## src/rtl/nco_pkg.sv

```systemverilog
// Shared definitions for the NCO phase accumulator slice.
//
// Contents:
//   NCO_ACC_W / NCO_PHASE_W    default accumulator and phase widths
//   LFSR_SEED / LFSR_TAPS      dither LFSR seed and Galois tap mask
//   UPD_IMMEDIATE/UPD_AT_WRAP  update_mode encodings
//   ftw_state_t                FTW handshake FSM states
//
// Optional feature macro: PHASE_DITHER_EN (uses the LFSR constants).
package nco_pkg;

    localparam int NCO_ACC_W   = 24;
    localparam int NCO_PHASE_W = 8;

    // Right-shifting Galois form of x^16 + x^14 + x^13 + x^11 + 1
    localparam logic [15:0] LFSR_SEED = 16'hACE1;
    localparam logic [15:0] LFSR_TAPS = 16'hB400;

    localparam logic UPD_IMMEDIATE = 1'b0;
    localparam logic UPD_AT_WRAP   = 1'b1;

    typedef enum logic {
        ST_IDLE    = 1'b0,
        ST_PENDING = 1'b1
    } ftw_state_t;

endpackage

```

## src/rtl/nco_phase_acc_if.sv

```systemverilog
// Control/data bundle between the NCO phase accumulator and its driver.
//
// master modport: drives tick_en, sync_clr, ftw_in, ftw_valid, update_mode,
//                 phase_off; observes ftw_ready, phase_word, phase_valid,
//                 wrap_pulse.
// slave modport:  the accumulator side (directions mirrored).
interface nco_phase_acc_if
    import nco_pkg::*;
#(
    parameter int ACC_W   = NCO_ACC_W,
    parameter int PHASE_W = NCO_PHASE_W
);
    logic               tick_en;
    logic               sync_clr;
    logic [ACC_W-1:0]   ftw_in;
    logic               ftw_valid;
    logic               ftw_ready;
    logic               update_mode;
    logic [PHASE_W-1:0] phase_off;
    logic [PHASE_W-1:0] phase_word;
    logic               phase_valid;
    logic               wrap_pulse;

    modport master (
        output tick_en, sync_clr, ftw_in, ftw_valid, update_mode, phase_off,
        input  ftw_ready, phase_word, phase_valid, wrap_pulse
    );

    modport slave (
        input  tick_en, sync_clr, ftw_in, ftw_valid, update_mode, phase_off,
        output ftw_ready, phase_word, phase_valid, wrap_pulse
    );
endinterface

```

## src/rtl/nco_dither_lfsr.sv

```systemverilog
// 16-bit Galois LFSR used to dither the phase truncation.
//
// Ports:
//   clk       system clock
//   rst_n     asynchronous active-low reset (loads LFSR_SEED)
//   adv       advance one step this cycle
//   lfsr_out  current LFSR state
//
// Only instantiated when PHASE_DITHER_EN is defined.
module nco_dither_lfsr
    import nco_pkg::*;
(
    input  logic        clk,
    input  logic        rst_n,
    input  logic        adv,
    output logic [15:0] lfsr_out
);

    logic [15:0] r_lfsr;

    // Shift right; the bit falling out of bit 0 folds back through the taps.
    always_ff @(posedge clk or negedge rst_n) begin
        if (!rst_n) begin
            r_lfsr <= LFSR_SEED;
        end else if (adv) begin
            r_lfsr <= {1'b0, r_lfsr[15:1]} ^ (r_lfsr[0] ? LFSR_TAPS : 16'h0000);
        end
    end

    assign lfsr_out = r_lfsr;

endmodule

```

## src/rtl/nco_phase_acc.sv

```systemverilog
// Numerically controlled phase accumulator feeding an 8-bit sine LUT.
//
// Integrates the active tuning word on every sample tick, adds a phase
// offset to the top PHASE_W bits and registers the result as phase_word.
// New tuning words arrive over a valid/ready handshake and are applied
// either immediately or at the next accumulator wrap.
//
// Ports:
//   clk    system clock
//   rst_n  asynchronous active-low reset
//   bus    nco_phase_acc_if.slave: tick_en, sync_clr, ftw_in, ftw_valid,
//          ftw_ready, update_mode, phase_off, phase_word, phase_valid,
//          wrap_pulse
//
// Parameters: ACC_W (>= 9), PHASE_W (8, LUT input width), FTW_RESET.
// Optional feature macro: PHASE_DITHER_EN adds LFSR dither to the output
// path before truncation; accumulator state and wrap_pulse are unaffected.
module nco_phase_acc
    import nco_pkg::*;
#(
    parameter int               ACC_W     = NCO_ACC_W,
    parameter int               PHASE_W   = NCO_PHASE_W,
    parameter logic [ACC_W-1:0] FTW_RESET = ACC_W'(24'h010000)
)
(
    input  logic              clk,
    input  logic              rst_n,
    nco_phase_acc_if.slave    bus
);

    logic [ACC_W-1:0]   r_acc;
    logic [ACC_W-1:0]   r_ftw_act;
    logic [ACC_W-1:0]   r_ftw_pend;
    logic [PHASE_W-1:0] r_phase_word;
    logic               r_phase_valid;
    logic               r_wrap_pulse;
    ftw_state_t         r_state;

    ftw_state_t         w_state_next;
    logic [ACC_W-1:0]   w_ftw_act_next;
    logic [ACC_W-1:0]   w_ftw_pend_next;
    logic [ACC_W:0]     w_sum;
    logic [ACC_W-1:0]   w_acc_next;
    logic               w_carry;
    logic [ACC_W-1:0]   w_out_acc;
    logic               w_adv;

    assign w_sum      = {1'b0, r_acc} + {1'b0, r_ftw_act};
    assign w_acc_next = w_sum[ACC_W-1:0];
    assign w_carry    = w_sum[ACC_W];
    // sync_clr overrides a tick, so a clearing cycle never counts as an advance
    assign w_adv      = bus.tick_en & ~bus.sync_clr;

`ifdef PHASE_DITHER_EN
    logic [15:0]      w_lfsr;
    logic [ACC_W-1:0] w_dither;

    nco_dither_lfsr u_dither (
        .clk      (clk),
        .rst_n    (rst_n),
        .adv      (bus.tick_en),
        .lfsr_out (w_lfsr)
    );

    // Dither only the bits that truncation throws away
    always_comb begin
        w_dither = '0;
        for (int i = 0; i < ACC_W - PHASE_W; i++) begin
            if (i < 16) w_dither[i] = w_lfsr[i];
        end
    end

    assign w_out_acc = w_acc_next + w_dither;
`else
    assign w_out_acc = w_acc_next;
`endif

    // Accumulator and registered output path
    always_ff @(posedge clk or negedge rst_n) begin
        if (!rst_n) begin
            r_acc         <= '0;
            r_phase_word  <= '0;
            r_phase_valid <= 1'b0;
            r_wrap_pulse  <= 1'b0;
        end else if (bus.sync_clr) begin
            r_acc         <= '0;
            r_phase_word  <= bus.phase_off;
            r_phase_valid <= 1'b1;
            r_wrap_pulse  <= 1'b0;
        end else if (bus.tick_en) begin
            r_acc         <= w_acc_next;
            r_phase_word  <= w_out_acc[ACC_W-1 -: PHASE_W] + bus.phase_off;
            r_phase_valid <= 1'b1;
            r_wrap_pulse  <= w_carry;
        end else begin
            r_phase_valid <= 1'b0;
            r_wrap_pulse  <= 1'b0;
        end
    end

    // FTW handshake state and tuning-word registers
    always_ff @(posedge clk or negedge rst_n) begin
        if (!rst_n) begin
            r_state    <= ST_IDLE;
            r_ftw_act  <= FTW_RESET;
            r_ftw_pend <= '0;
        end else begin
            r_state    <= w_state_next;
            r_ftw_act  <= w_ftw_act_next;
            r_ftw_pend <= w_ftw_pend_next;
        end
    end

    // A deferred load only triggers from PENDING, so a handshake that lands
    // on a wrapping tick in IDLE waits for the following wrap. The wrapping
    // tick itself still integrates the old FTW because r_ftw_act is registered.
    always_comb begin
        w_state_next    = r_state;
        w_ftw_act_next  = r_ftw_act;
        w_ftw_pend_next = r_ftw_pend;
        unique case (r_state)
            ST_IDLE: begin
                if (bus.ftw_valid) begin
                    if (bus.update_mode == UPD_IMMEDIATE) begin
                        w_ftw_act_next = bus.ftw_in;
                    end else begin
                        w_ftw_pend_next = bus.ftw_in;
                        w_state_next    = ST_PENDING;
                    end
                end
            end
            ST_PENDING: begin
                if (w_adv && w_carry) begin
                    w_ftw_act_next = r_ftw_pend;
                    w_state_next   = ST_IDLE;
                end
            end
            default: w_state_next = ST_IDLE;
        endcase
    end

    assign bus.ftw_ready   = (r_state == ST_IDLE);
    assign bus.phase_word  = r_phase_word;
    assign bus.phase_valid = r_phase_valid;
    assign bus.wrap_pulse  = r_wrap_pulse;

endmodule
```

## src/flat_wrapper.sv

```systemverilog
// flat-port wrapper written by rule: the top's interface ports become plain ports
module nco_phase_acc_flat import nco_pkg::*;
#(
    parameter int               ACC_W     = NCO_ACC_W,
    parameter int               PHASE_W   = NCO_PHASE_W,
    parameter logic [ACC_W-1:0] FTW_RESET = ACC_W'(24'h010000)
)
  (clk, rst_n, bus_tick_en, bus_sync_clr, bus_ftw_in, bus_ftw_valid, bus_update_mode, bus_phase_off, bus_ftw_ready, bus_phase_word, bus_phase_valid, bus_wrap_pulse);
  nco_phase_acc_if #(.ACC_W(ACC_W), .PHASE_W(PHASE_W)) bus_i ();
  input  logic clk;
  input  logic rst_n;
  input wire logic [$bits(bus_i.tick_en)-1:0] bus_tick_en;
  input wire logic [$bits(bus_i.sync_clr)-1:0] bus_sync_clr;
  input wire logic [$bits(bus_i.ftw_in)-1:0] bus_ftw_in;
  input wire logic [$bits(bus_i.ftw_valid)-1:0] bus_ftw_valid;
  input wire logic [$bits(bus_i.update_mode)-1:0] bus_update_mode;
  input wire logic [$bits(bus_i.phase_off)-1:0] bus_phase_off;
  output wire logic [$bits(bus_i.ftw_ready)-1:0] bus_ftw_ready;
  output wire logic [$bits(bus_i.phase_word)-1:0] bus_phase_word;
  output wire logic [$bits(bus_i.phase_valid)-1:0] bus_phase_valid;
  output wire logic [$bits(bus_i.wrap_pulse)-1:0] bus_wrap_pulse;
  assign bus_i.tick_en = bus_tick_en;
  assign bus_i.sync_clr = bus_sync_clr;
  assign bus_i.ftw_in = bus_ftw_in;
  assign bus_i.ftw_valid = bus_ftw_valid;
  assign bus_i.update_mode = bus_update_mode;
  assign bus_i.phase_off = bus_phase_off;
  assign bus_ftw_ready = bus_i.ftw_ready;
  assign bus_phase_word = bus_i.phase_word;
  assign bus_phase_valid = bus_i.phase_valid;
  assign bus_wrap_pulse = bus_i.wrap_pulse;
  nco_phase_acc #(.ACC_W(ACC_W), .PHASE_W(PHASE_W), .FTW_RESET(FTW_RESET)) u_core (.clk(clk), .rst_n(rst_n), .bus(bus_i));
endmodule
```

## config.mk

```make
export PLATFORM = sky130hd
export DESIGN_NAME = nco_phase_acc_flat
export DESIGN_NICKNAME = d
export VERILOG_FILES = /design/src/rtl/nco_pkg.sv /design/src/rtl/nco_phase_acc_if.sv /design/src/rtl/nco_dither_lfsr.sv /design/src/rtl/nco_phase_acc.sv /design/src/flat_wrapper.sv
export SDC_FILE = /design/constraint.sdc
export NUM_CORES = 1
export LEC_CHECK = 0
export CORE_AREA = 2 2 175 109
export CTS_BUF_LIST = sky130_fd_sc_hd__clkbuf_8
export DETAILED_ROUTE_END_ITERATION = 10
export DIE_AREA = 0 0 177 111
export PLACE_DENSITY = 0.53
export SETUP_SLACK_MARGIN = 0.05
export SLEW_MARGIN = 25
export SYNTH_ARGS = -nofsm -noshare
export SYNTH_HDL_FRONTEND = slang
export SYNTH_SLANG_ARGS = --single-unit
```

## constraint.sdc

```tcl
create_clock -name clk -period 4.6 [get_ports clk]
set_input_delay 0.92 -clock clk [delete_from_list [all_inputs] [get_ports clk]]
set_output_delay 0.92 -clock clk [all_outputs]
set_load 0.03 [all_outputs]
```

# --- Word level (Yosys, flattened, before mapping) ---
# Index checks and enable logic that the tools add are counted.
op_classes:
  add_sub_neg: 2
  eq_ne: 3
  muxes: 16
  bitwise: 3
  reduce_logical: 4
op_table:
  columns: ["op", "count"]
  rows:
  - ["two-way mux 24 bit", 5]
  - ["one-hot mux 24 bit (2 select lines)", 1]
  - ["adder 24 x 24 -> 25 bit", 1]
  - ["two-way mux 8 bit", 2]
  - ["adder 8 bit", 1]
  - ["two-way mux 1 bit", 7]
  - ["!= test 2 bit (second input constant)", 3]
  - ["AND reduction 3 bit", 2]
  - ["inverter 1 bit", 2]
  - ["one-hot mux 1 bit (2 select lines)", 1]
  - ["nonzero test 2 bit", 1]
  - ["bitwise AND 1 bit", 1]
  - ["logical AND 1 bit", 1]
totals:
  regBits: 83
  in_bits: 38
  out_inout_bits: 11
  wordCells: 35

# --- Depth between registers and ports, before layout ---
# Gate-level depths: netlist of run 1.
logic_depth:
  word_depth: 5
  mapped_depth: 19
  depth_no_buf: 19

# --- Worst setup path after synthesis of run 1 ---
# Ideal clock, no wire load.
synth_path:
  path_type: "register to register"
  from: "reg u_core.r_ftw_act[0]"
  to: "reg u_core.r_phase_word[6] (netlist: u_core.bus.phase_word[6])"
  arrival_time_ns: 3.700
  required_ns: 4.517
  path_slack_ns: 0.818
  path_stages_with_launch: 19
  synth_period_minus_slack_ns: 3.782
  path_cell_list: "dfrtp_1 -> ha_1 -> inv_1 -> fa_1 -> and2b_1 -> o2111ai_1 -> a31oi_1 -> a21boi_2 -> o21ai_0 -> xor2_1 -> ha_1 -> fa_1 -> a21o_1 -> a21o_1 -> a21o_1 -> a21oi_1 -> xnor2_1 -> mux2i_1 -> o21ai_0"
synth_via:
  elab_chain_cells: 4
synth_rtl:
  columns: ["element", "line_no", "rtl"]
  rows:
  - ["start, declared", "nco_phase_acc.sv:32", "logic [ACC_W-1:0] r_ftw_act;"]
  - ["start signal, assigned", "nco_phase_acc.sv:109", "r_ftw_act <= w_ftw_act_next;"]
  - ["adder 24 x 24 -> 25 bit", "nco_phase_acc.sv:48", "assign w_sum = {1'b0, r_acc} + {1'b0, r_ftw_act};"]
  - ["adder 8 bit", "nco_phase_acc.sv:92", "r_phase_word <= w_out_acc[ACC_W-1 -: PHASE_W] + bus.phase_off;"]
  - ["two-way mux 8 bit", "nco_phase_acc.sv:90", "end else if (bus.tick_en) begin"]
  - ["two-way mux 8 bit", "nco_phase_acc.sv:85", "end else if (bus.sync_clr) begin"]
  - ["end signal, assigned", "nco_phase_acc.sv:87", "r_phase_word <= bus.phase_off;"]
  - ["end signal, assigned", "nco_phase_acc.sv:92", null]
  - ["end, declared", "nco_phase_acc.sv:34", "logic [PHASE_W-1:0] r_phase_word;"]
# Every way passes these cells. The select of a mux whose other input is x is not followed.
# A chain may end at the register's enable or synchronous reset.

# --- Worst setup path after layout of run 1 ---
layout_path:
  from: "reg u_core.r_ftw_act[0]"
  to: "reg u_core.r_phase_word[7] (netlist: u_core.bus.phase_word[7])"
# The elaborated chain is that of the path after synthesis.

==> run metrics, run 1 <==
outcome finished clean; Syn Nets 648; CTS Hold Bufs 0; RR Endpoint u_core.bus.phase_word[7]; drt total wl 13.5 mm; EDFF count, synth 0; Sw Share 0.330; die height ~110 um; RSZ-0062 raised after global routing false; Placer Congestion 0.830; vias in the first global route roughly 4500; Synth Warn # 0; Final Total Pwr 1890 uW; Clk pin slew, worst setup/hold paths around 0.080 ns; GRT Residual Overflow 0; WL met2 between 5 and 6 mm; worst-case clock skew 0.0150 ns; CTS Buf Count 9; total track usage 0.147; Nets 680; post-synth cell types 52; Rows 39; final setup TNS 0 ns; Fmax 0.246 GHz; met3 wire len 633 um; Worst EP arrival 4.35 ns; H-tree lvl count 3; Tmin final 4.07 ns; switching power about 620 uW; Setup-failing EPs final 0; synth top area cells dfrtp_1 39%, ha_1 7.8%, a31oi_1 5.8%; peak supply drop 0.125 mV; Final Cycle Share 0.885; die width 177 um; cells after synthesis roughly 580; Critical Path Fanout Max 4; CP Class flip-flop to flip-flop; Starting Density 0.291; Area Overhead vs Synth 16.8%; FF-to-FF Start u_core.r_ftw_act[0]; final hold viol count 0; cell area power density about 300 nW/um2; CP endpoint kind flip-flop; worst min path class flip-flop to flip-flop; die area just under 20000 um2; Place WS ~0.24 ns; initial antenna violation count 0; slew margin rel. 0.299; later-pin clock latency in the skew report 0.37 ns; #FFs+latches synth between 80 and 90; Top Ports 49; Setup Buffers After CTS 0; worst path required time 4.88 ns; met1 wire length 6.80 mm; CTS tree done; Antenna Nets Post-Route 0; R2R Setup Slk 0.53 ns; Max clock buf depth 2; Post-DP HPWL approximately 9.4 mm; post-cts gate resize count 0; Pleak 0.00275 uW; root buf cell clkbuf_8; post-synth top area cell dfrtp_1; post-synth top area share 0.385; Post-Syn Area 5320 um2; Worst R2R Path Depth 19; Clk pwr share 0.249; worst hold margin about 0.5 ns; DRC Markers 0; fin. max-slew vios 0; DR vias approximately 4400; Comb power frac 0.271; synthesized area per cell 9.26 um2; number of port buffers 48; critical path endpoint u_core.bus.phase_word[7]; Worst Setup Slack, final between 0.5 and 0.6 ns; DRT iter0 DRCs 253; ANT cells 0; first-pass GRT wire length 23.3 mm; first-pass iteration count of the detailed router 6; sequential share of power 0.480; share of cells above drive strength 1 0.108; max cap viols 0; pin count of the biggest net entering global routing slightly below 60; Synth async-reset ratio 1.00; Setup crit start u_core.r_ftw_act[0]; routed length per instance ~16 um; Seq/Total Area, Yosys 0.390; Clock Sinks 83; core area 18300 um2; vias per cell ~5.1; startpoint types flip-flop; Synth Flop Type dfrtp_1; Top Layer Used met4; P_int 1270 uW; Worst Tran Pin Value approximately 1.0 ns
## layout make-up
type	count	area, um2
Sequential cell	83	2080
Tap cell	246	308
Timing Repair Buffer	58	553
Inverter	32	120
Clock buffer	9	124
Fill cell	1863	12100
Multi-Input combinational cell	423	3000
Clock inverter	7	37.5
## cell families after synthesis
kind of cell             Yosys count  share of synthesized area
AO/OA/AOI/OAI                    160                      0.205
flip-flops                        83                      0.390
AND/OR/NAND/NOR                  154                      0.129
XOR/XNOR                          28                     0.0461
adder cells (fa/ha/maj)           35                     0.0851
buffers and inverters             69                     0.0524
multiplexers                      46                     0.0924
## worst min-delay path by stage
stage,to,start,slack (ns),cells past startpoint
2_1_floorplan,u_core.r_acc[18],u_core.r_acc[18],0.46,1
3_3_place_gp,u_core.r_acc[18],u_core.r_acc[18],0.49,1
3_5_place_dp,u_core.r_acc[18],u_core.r_acc[18],0.49,1
4_1_cts,u_core.r_acc[18],u_core.r_acc[18],0.51,1
5_1_grt,u_core.r_ftw_pend[1],u_core.r_ftw_pend[1],0.53,1
6_report,u_core.r_acc[18],u_core.r_acc[18],0.50,1
## layer usage
layer / vias to the layer above / GRT usage
met3: 20 / 0.0360
li1: 2138 / -
met5: - / 0
met4: 0 / 0.0419
met1: 2116 / 0.210
met2: 99 / 0.218
## placed cells by master (no fill, tap or decap), types with 3 or more instances in the layout
cell	instances
mux2_2	25
a21o_1	9
mux2i_1	21
nand3_1	12
inv_1	34
o31ai_1	23
o211ai_1	3
clkdlybuf4s50_1	47
o21ai_0	20
ha_1	33
nand2_1	70
clkinv_2	3
a21oi_1	22
nor2_1	28
a22o_1	7
a31oi_1	47
clkbuf_8	9
nor3b_1	3
dfrtp_1	82
nand2b_1	3
o21a_1	3
nor3_1	25
xnor2_1	17
xor2_1	10
nor2b_1	3
buf_4	11
## power groups by stage
stage	sequential (uW)	combinational [uW]	clock, uW
final	908	512	471
after global routing	923	577	525
after CTS	908	514	492
after detailed placement	921	511	0
after global placement	917	500	0
after floorplan	915	347	0
## worst max-delay path, stage by stage, from the launching register on
cell and delay [ns]:
dfrtp_1 0.40, ha_1 0.22, inv_1 0.07, fa_1 0.39, and2b_1 0.23, o2111ai_1 0.17, a31oi_2 0.33, a21boi_2 0.14
o21ai_2 0.19, a31oi_2 0.16, xnor2_2 0.18, ha_1 0.31, a21oi_1 0.18, a21boi_1 0.11, o21ai_1 0.21, a21oi_1 0.11
xor2_1 0.16, xnor2_1 0.21, nand3_1 0.10, o211ai_1 0.11
## sequential cells by signal, indices dropped and copies added, names as in the netlist
| register | count |
|---|---|
| u_core.bus.wrap_pulse | 1 |
| u_core.bus.phase_valid | 1 |
| u_core.r_ftw_pend | 24 |
| u_core.r_acc | 24 |
| u_core.r_state | 1 |
| u_core.r_ftw_act | 24 |
| u_core.bus.phase_word | 8 |
## stage by stage
step                      cell area, um2  instances   util
final                               6220        858  0.340
after global routing                6220        858  0.340
after CTS                           6190        858  0.338
after detailed placement            6030        842  0.330
after global placement              6030        842  0.329
after floorplan                     5320        575      -
## cell usage after synthesis, types with 3 or more instances
cell type,instances
nand3_1,12
nand2b_1,4
a31oi_1,49
buf_2,4
o31ai_1,23
o21a_1,3
clkbuf_1,30
a21o_1,9
o211ai_1,3
xnor2_1,18
nand2_1,70
a21oi_1,22
o21ai_0,22
mux2_2,25
nor2_1,28
ha_1,33
a22o_1,7
xor2_1,10
nor3_1,25
nor3b_1,3
inv_1,32
nor2b_1,4
dfrtp_1,82
mux2i_1,21
Note: power is estimated with default switching activity, not from simulation.
==> inputs of run 2 (changes only) <==
- CORE_AREA: 2 2 175 109 -> 2 2 144 90
- CTS_CLUSTER_SIZE: not set -> 20
- DIE_AREA: 0 0 177 111 -> 0 0 146 92
- PLACE_DENSITY: 0.53 -> 0.7
==> run 2 against run 1 <==
Effect of this change:
- final area fell by 1.5%
- sequential cell count is the same
- core utilization rose by 16 points
- clock-buffer cell count is 2 higher
- register-to-register slack lost 0.04 ns
- setup slack got worse by 0.044 ns
- critical path depth shrank 3
- non-clock buffer count is 2 lower
- largest cell class unchanged
==> run metrics, run 2 (synthesis results as in run 1) <==
H-tree lvl count 3 (unchanged); startpoint types flip-flop (unchanged); initial antenna violation count 0 (unchanged); die height 92 um (was 111 um); Worst R2R Path Depth 16 (was 19); Rows 32 (was 39); CTS tree done (unchanged); CP endpoint kind flip-flop (unchanged); first-pass iteration count of the detailed router 5 (was 6); vias per cell 5.68 (was 5.10); Worst Tran Pin Value 0.830 ns (was 1.05 ns); outcome finished clean (unchanged); final instance area 6120 um2 (was 6220 um2); worst min path class flip-flop to flip-flop (unchanged); Worst EP arrival 4.39 ns (was 4.35 ns); filler-free cell count of the finished design 780 (was 858); slew margin rel. 0.444 (was 0.299); later-pin clock latency in the skew report 0.36 ns (was 0.37 ns); Pleak 0.00275 uW (about the same); DRT iter0 DRCs 351 (was 253); routed length per instance 16.4 um (was 15.7 um); pin count of the biggest net entering global routing 84 (was 59); Placer Congestion 0.875 (was 0.830); top flop regs u_core.r_acc (24), u_core.r_ftw_act (24), u_core.r_ftw_pend (24) (unchanged); Starting Density 0.432 (was 0.291); final hold viol count 0 (unchanged); worst-path cell chain ha_1, a21oi_1, o211ai_1, a221oi_2, o41ai_2, o31ai_2, o21ai_1, xor2_1, ha_1, or2_2, a21oi_1, a21oi_1, xor2_1, xnor2_1, nand3_1, o211ai_1 (was ha_1, inv_1, fa_1, and2b_1, o2111ai_1, a31oi_2, a21boi_2, o21ai_2, a31oi_2, xnor2_2, ha_1, a21oi_1, a21boi_1, o21ai_1, a21oi_1, xor2_1, xnor2_1, nand3_1, o211ai_1); post-cts gate resize count 0 (unchanged); share of cells above drive strength 1 0.100 (was 0.108); Hold Crit Depth 1 (unchanged); Setup-failing EPs final 0 (unchanged); Area Overhead vs Synth 15.0% (was 16.8%); commonest non-fill, non-tap cell in the layout dfrtp_1 (unchanged); Tmin final 4.11 ns (was 4.07 ns); RSZ-0062 raised after global routing false (unchanged); total track usage 0.198 (was 0.147); commonest non-fill, non-tap cells in the layout 82 x dfrtp_1, 69 x nand2_1, 48 x a31oi_1, 47 x clkdlybuf4s50_1, 35 x inv_1 (was 82 x dfrtp_1, 70 x nand2_1, 47 x a31oi_1, 47 x clkdlybuf4s50_1, 34 x inv_1); Placed Cells 764 (was 842); Setup Buffers After CTS 0 (unchanged); fin. max-slew vios 0 (unchanged); Clock Sinks 83 (unchanged); Nets 678 (was 680); GRT Residual Overflow 0 (unchanged); Post-DP HPWL 8.79 mm (was 9.37 mm); DR vias 4427 (was 4373); worst hold margin 0.509 ns (was 0.503 ns); Max clock buf depth 2 (unchanged); die width 146 um (was 177 um); Clk pin slew, worst setup/hold paths 0.08 ns (about the same); CP max-delay cell a221oi_2 (was dfrtp_1); number of port buffers 48 (unchanged); core area 12300 um2 (was 18300 um2); CTS Hold Bufs 0 (unchanged); Crit path largest cell delay 0.57 ns (was 0.40 ns); Antenna Nets Post-Route 0 (unchanged); CTS Buf Count 9 (unchanged); first-pass GRT wire length 21.7 mm (was 23.3 mm); DP Area 5930 um2 (was 6030 um2); Top Ports 49 (unchanged); ANT cells 0 (unchanged); max cap viols 0 (unchanged); vias in the first global route 4493 (was 4495); Fmax 0.243 GHz (was 0.246 GHz); peak supply drop 0.153 mV (was 0.125 mV); most used cell, CP a21oi_1; cell area power density 311 nW/um2 (was 304 nW/um2); Critical Path Fanout Max 5 (was 4); die area 13400 um2 (was 19600 um2); root buf cell clkbuf_8 (unchanged); worst-case clock skew 0.0136 ns (was 0.0150 ns); fill count 1164 (was 1863); CP Class flip-flop to flip-flop (unchanged); drt total wl 12.8 mm (was 13.5 mm); worst path required time 4.88 ns (about the same); DRC Markers 0 (unchanged); final setup TNS 0 ns (unchanged); Final Cycle Share 0.894 (was 0.885)
[run 2: through the flow]
stage                     setup WS (ns)  utilization  power, uW
after global placement            0.409        0.481       1400
after CTS                         0.264        0.495       1910
after floorplan                   0.818            -       1260
final                             0.487        0.496       1900
after global routing             0.0502        0.496       2010
after detailed placement          0.299        0.481       1430
[run 2: worst paths after layout]
check / end / from / slack [ns]
worst min-delay path: u_core.r_ftw_pend[8] / u_core.r_ftw_pend[8] / 0.51
max in group asynchronous: u_core.r_ftw_act[0] / rst_n / 3.46
min in group asynchronous: u_core.r_ftw_pend[12] / rst_n / 0.60
worst min register to register: u_core.r_ftw_pend[8] / u_core.r_ftw_pend[8] / 0.51
worst max register to register: u_core.bus.phase_word[7] / u_core.r_ftw_act[4] / 0.49
worst max-delay path: u_core.bus.phase_word[7] / u_core.r_ftw_act[4] / 0.49
[run 2: area by class of cell]
cell class | count | area (um2) | area share
Timing Repair Buffer | 56 | 554 | 0.0906
Sequential cell | 83 | 2080 | 0.340
Clock inverter | 5 | 23.8 | 0.00388
Multi-Input combinational cell | 423 | 2980 | 0.487
Inverter | 32 | 120 | 0.0196
Clock buffer | 11 | 151 | 0.0247
Tap cell | 170 | 213 | 0.0348
[run 2: critical path, delay by kind of cell (launching register included)]
kind | cells | cell delay (ns)
AO/OA/AOI/OAI | 9 | 1.87
XOR/XNOR | 3 | 0.61
adder cells (fa/ha/maj) | 2 | 0.71
flip-flops | 1 | 0.43
AND/OR/NAND/NOR | 2 | 0.40
[run 2: where the power goes]
part	internal (uW)	switching, uW
logic	245	269
clock network	219	265
registers	832	71.9
total	1300	606
[run 2: per-layer routing]
metal | vias up | global-route usage | wire length (um)
li1 | 2135 | - | -
met1 | 2160 | 0.264 | 6210
met2 | 112 | 0.327 | 5910
met3 | 20 | 0.0423 | 523
met4 | 0 | 0.0599 | 174
met5 | - | 0 | 0
==> inputs of run 3 (changes only) <==
- RECOVER_POWER: not set -> 25
- clock period: 4.6 -> 4.3 ns (I/O delays scaled with it)
==> run 3 against run 2 <==
Effect of this change:
- the run now ends with capacitance limit, slew limit left
- critical path depth grew 1
- clock power rose by 8.9%
- clock-buffer cell count is 1 lower
- register-to-register slack got worse by 0.13 ns
- core utilization rose by 0.68 points
- non-clock buffer count increased by 6
- first-iteration DRC count fell by 6.0%
- clock skew decreased by 0.0017 ns
- via count rose by 0.27%
- critical path type unchanged
- setup slack got worse by 0.13 ns
- largest power group unchanged
==> run metrics, run 3 (synthesis results as in run 1) <==
outcome complete, but fails checks (was finished clean); failing checks capacitance limit, slew limit; Worst Setup Slack, final 0.353 ns (was 0.487 ns); DRC Markers 0 (unchanged); root buf cell clkbuf_8 (unchanged); Worst EP arrival 4.24 ns (was 4.39 ns); ANT cells 0 (unchanged); Setup-failing EPs final 0 (unchanged); Starting Density 0.432 (unchanged); worst min path class flip-flop to flip-flop (unchanged); drt total wl 12.8 mm (about the same); startpoint types flip-flop (unchanged); DRT iter0 DRCs 330 (was 351); first-pass GRT wire length 21.4 mm (was 21.7 mm); routed length per instance 16.3 um (was 16.4 um); cell area power density 330 nW/um2 (was 311 nW/um2); Post-DP HPWL 8.58 mm (was 8.79 mm); Max clock buf depth 2 (unchanged); peak supply drop 0.171 mV (was 0.153 mV); Area Overhead vs Synth 16.5% (was 15.0%); Worst R2R Path Depth 17 (was 16); commonest non-fill, non-tap cells in the layout 82 x dfrtp_1, 70 x nand2_1, 48 x a31oi_1, 47 x clkdlybuf4s50_1 (was 82 x dfrtp_1, 69 x nand2_1, 48 x a31oi_1, 47 x clkdlybuf4s50_1, 35 x inv_1); total track usage 0.197 (was 0.198); core area 12300 um2 (unchanged); Worst Hold End u_core.r_ftw_pend[6] (was u_core.r_ftw_pend[8]); Sw Share 0.327 (was 0.319); die height 92 um (unchanged); Rows 32 (unchanged); RR Endpoint u_core.bus.phase_word[7] (unchanged); Fmax 0.253 GHz (was 0.243 GHz); worst path required time 4.59 ns (was 4.88 ns); Pleak 0.00279 uW (was 0.00275 uW); Critical Path Fanout Max 5 (unchanged); Nets 684 (was 678); Final Cycle Share 0.918 (was 0.894); hold_sp u_core.r_ftw_pend[6] (was u_core.r_ftw_pend[8]); top flop regs u_core.r_acc (24), u_core.r_ftw_act (24), u_core.r_ftw_pend (24) (unchanged); fin. max-slew vios 84 (was 0); Worst Tran Pin Value 2.12 ns (was 0.830 ns); CP endpoint kind flip-flop (unchanged); share of cells above drive strength 1 0.120 (was 0.100); DR vias 4439 (was 4427); Tmin final 3.95 ns (was 4.11 ns); commonest non-fill, non-tap cell in the layout dfrtp_1 (unchanged); Hold Crit Depth 1 (unchanged); sequential share of power 0.470 (was 0.475); number of port buffers 48 (unchanged); vias per cell 5.65 (was 5.68); Antenna Nets Post-Route 0 (unchanged); slew margin rel. -0.412 (was 0.444); worst-case clock skew 0.0118 ns (was 0.0136 ns); Comb power frac 0.273 (was 0.270); die area 13400 um2 (unchanged); later-pin clock latency in the skew report 0.38 ns (was 0.36 ns); CTS Hold Bufs 0 (unchanged); die width 146 um (unchanged); Place WS -0.0138 ns (was 0.299 ns); FF-to-FF Start u_core.r_ftw_act[4] (unchanged); Clk pin slew, worst setup/hold paths 0.08 ns (about the same); initial antenna violation count 0 (unchanged); H-tree lvl count 3 (unchanged); Clock Sinks 83 (unchanged); Placed Cells 765 (was 764); Placer Congestion 0.886 (was 0.875); pin count of the biggest net entering global routing 84 (unchanged); Top Ports 49 (unchanged); first-pass iteration count of the detailed router 6 (was 5); max cap viols 1 (was 0); vias in the first global route 4391 (was 4493); CP Class flip-flop to flip-flop (unchanged); Clk pwr share 0.257 (was 0.255); CTS tree done (unchanged); final hold viol count 0 (unchanged); filler-free cell count of the finished design 786 (was 780); switching power 670 uW (was 606 uW); post-layout util 0.503 (was 0.496); RSZ-0062 raised after global routing false (unchanged); P_int 1380 uW (was 1300 uW); R2R Setup Slk 0.35 ns (was 0.49 ns); GRT Residual Overflow 0 (unchanged); CTS Buf Count 9 (unchanged)
-- run 3: metal layers --
metal | share of wire | GRT usage | up-vias
met4 | 0.012 | 0.0396 | 0
met1 | 0.49 | 0.263 | 2168
met2 | 0.45 | 0.327 | 113
met3 | 0.046 | 0.0517 | 15
met5 | 0 | 0 | -
li1 | - | - | 2143
-- run 3: area by class of cell --
type,instances,area (um2)
Clock inverter,6,41.3
Timing Repair Buffer,62,593
Sequential cell,83,2080
Multi-Input combinational cell,423,3020
Tap cell,170,213
Fill cell,1130,6130
Inverter,32,120
Clock buffer,10,138
-- run 3: how the worst max path moves through the flow --
stage,from,endpoint,cells past startpoint
3_3_place_gp,u_core.r_ftw_act[0],u_core.bus.phase_word[7],19
6_report,u_core.r_ftw_act[4],u_core.bus.phase_word[7],17
3_5_place_dp,u_core.r_ftw_act[0],u_core.bus.phase_word[7],19
2_1_floorplan,u_core.r_ftw_act[0],u_core.bus.phase_word[6],18
5_1_grt,u_core.r_ftw_act[16],u_core.bus.phase_word[7],16
4_1_cts,u_core.r_ftw_act[0],u_core.bus.phase_word[7],19
-- run 3: power by group through the flow --
stage	Sequential [uW]	Clock, uW	Combinational, uW
after CTS	962	541	552
after floorplan	979	0	371
after global placement	973	0	530
final	964	527	559
after detailed placement	977	0	549
after global routing	977	575	621
-- run 3: critical path: stages (launching register included) --
cell	delay (ns)
dfrtp_1	0.43
ha_1	0.40
o211ai_1	0.14
o211ai_1	0.25
a221oi_2	0.09
buf_4	0.16
o41ai_4	0.36
o31ai_2	0.13
o21ai_1	0.23
xor2_2	0.24
ha_1	0.29
or2_2	0.30
a21oi_1	0.15
a21oi_1	0.07
xor2_1	0.16
xnor2_1	0.22
nand3_1	0.11
o211ai_1	0.13
-- run 3: through the flow --
step	area, um2	total power, uW	hold WS (ns)	TNS, ns
after floorplan	5320	1350	0.463	0
after global placement	5940	1500	0.483	0
after detailed placement	5940	1530	0.492	-0.0138
after CTS	6130	2050	0.511	0
after global routing	6200	2170	0.535	0
final	6200	2050	0.510	0
-- run 3: repair_timing --
action / 4_1_cts / 5_1_grt
endpoints found under the setup margin: 2 / 3
setup buffers: 0 / 5
gates resized for setup: 2 / 9
pin swaps: 0 / 6
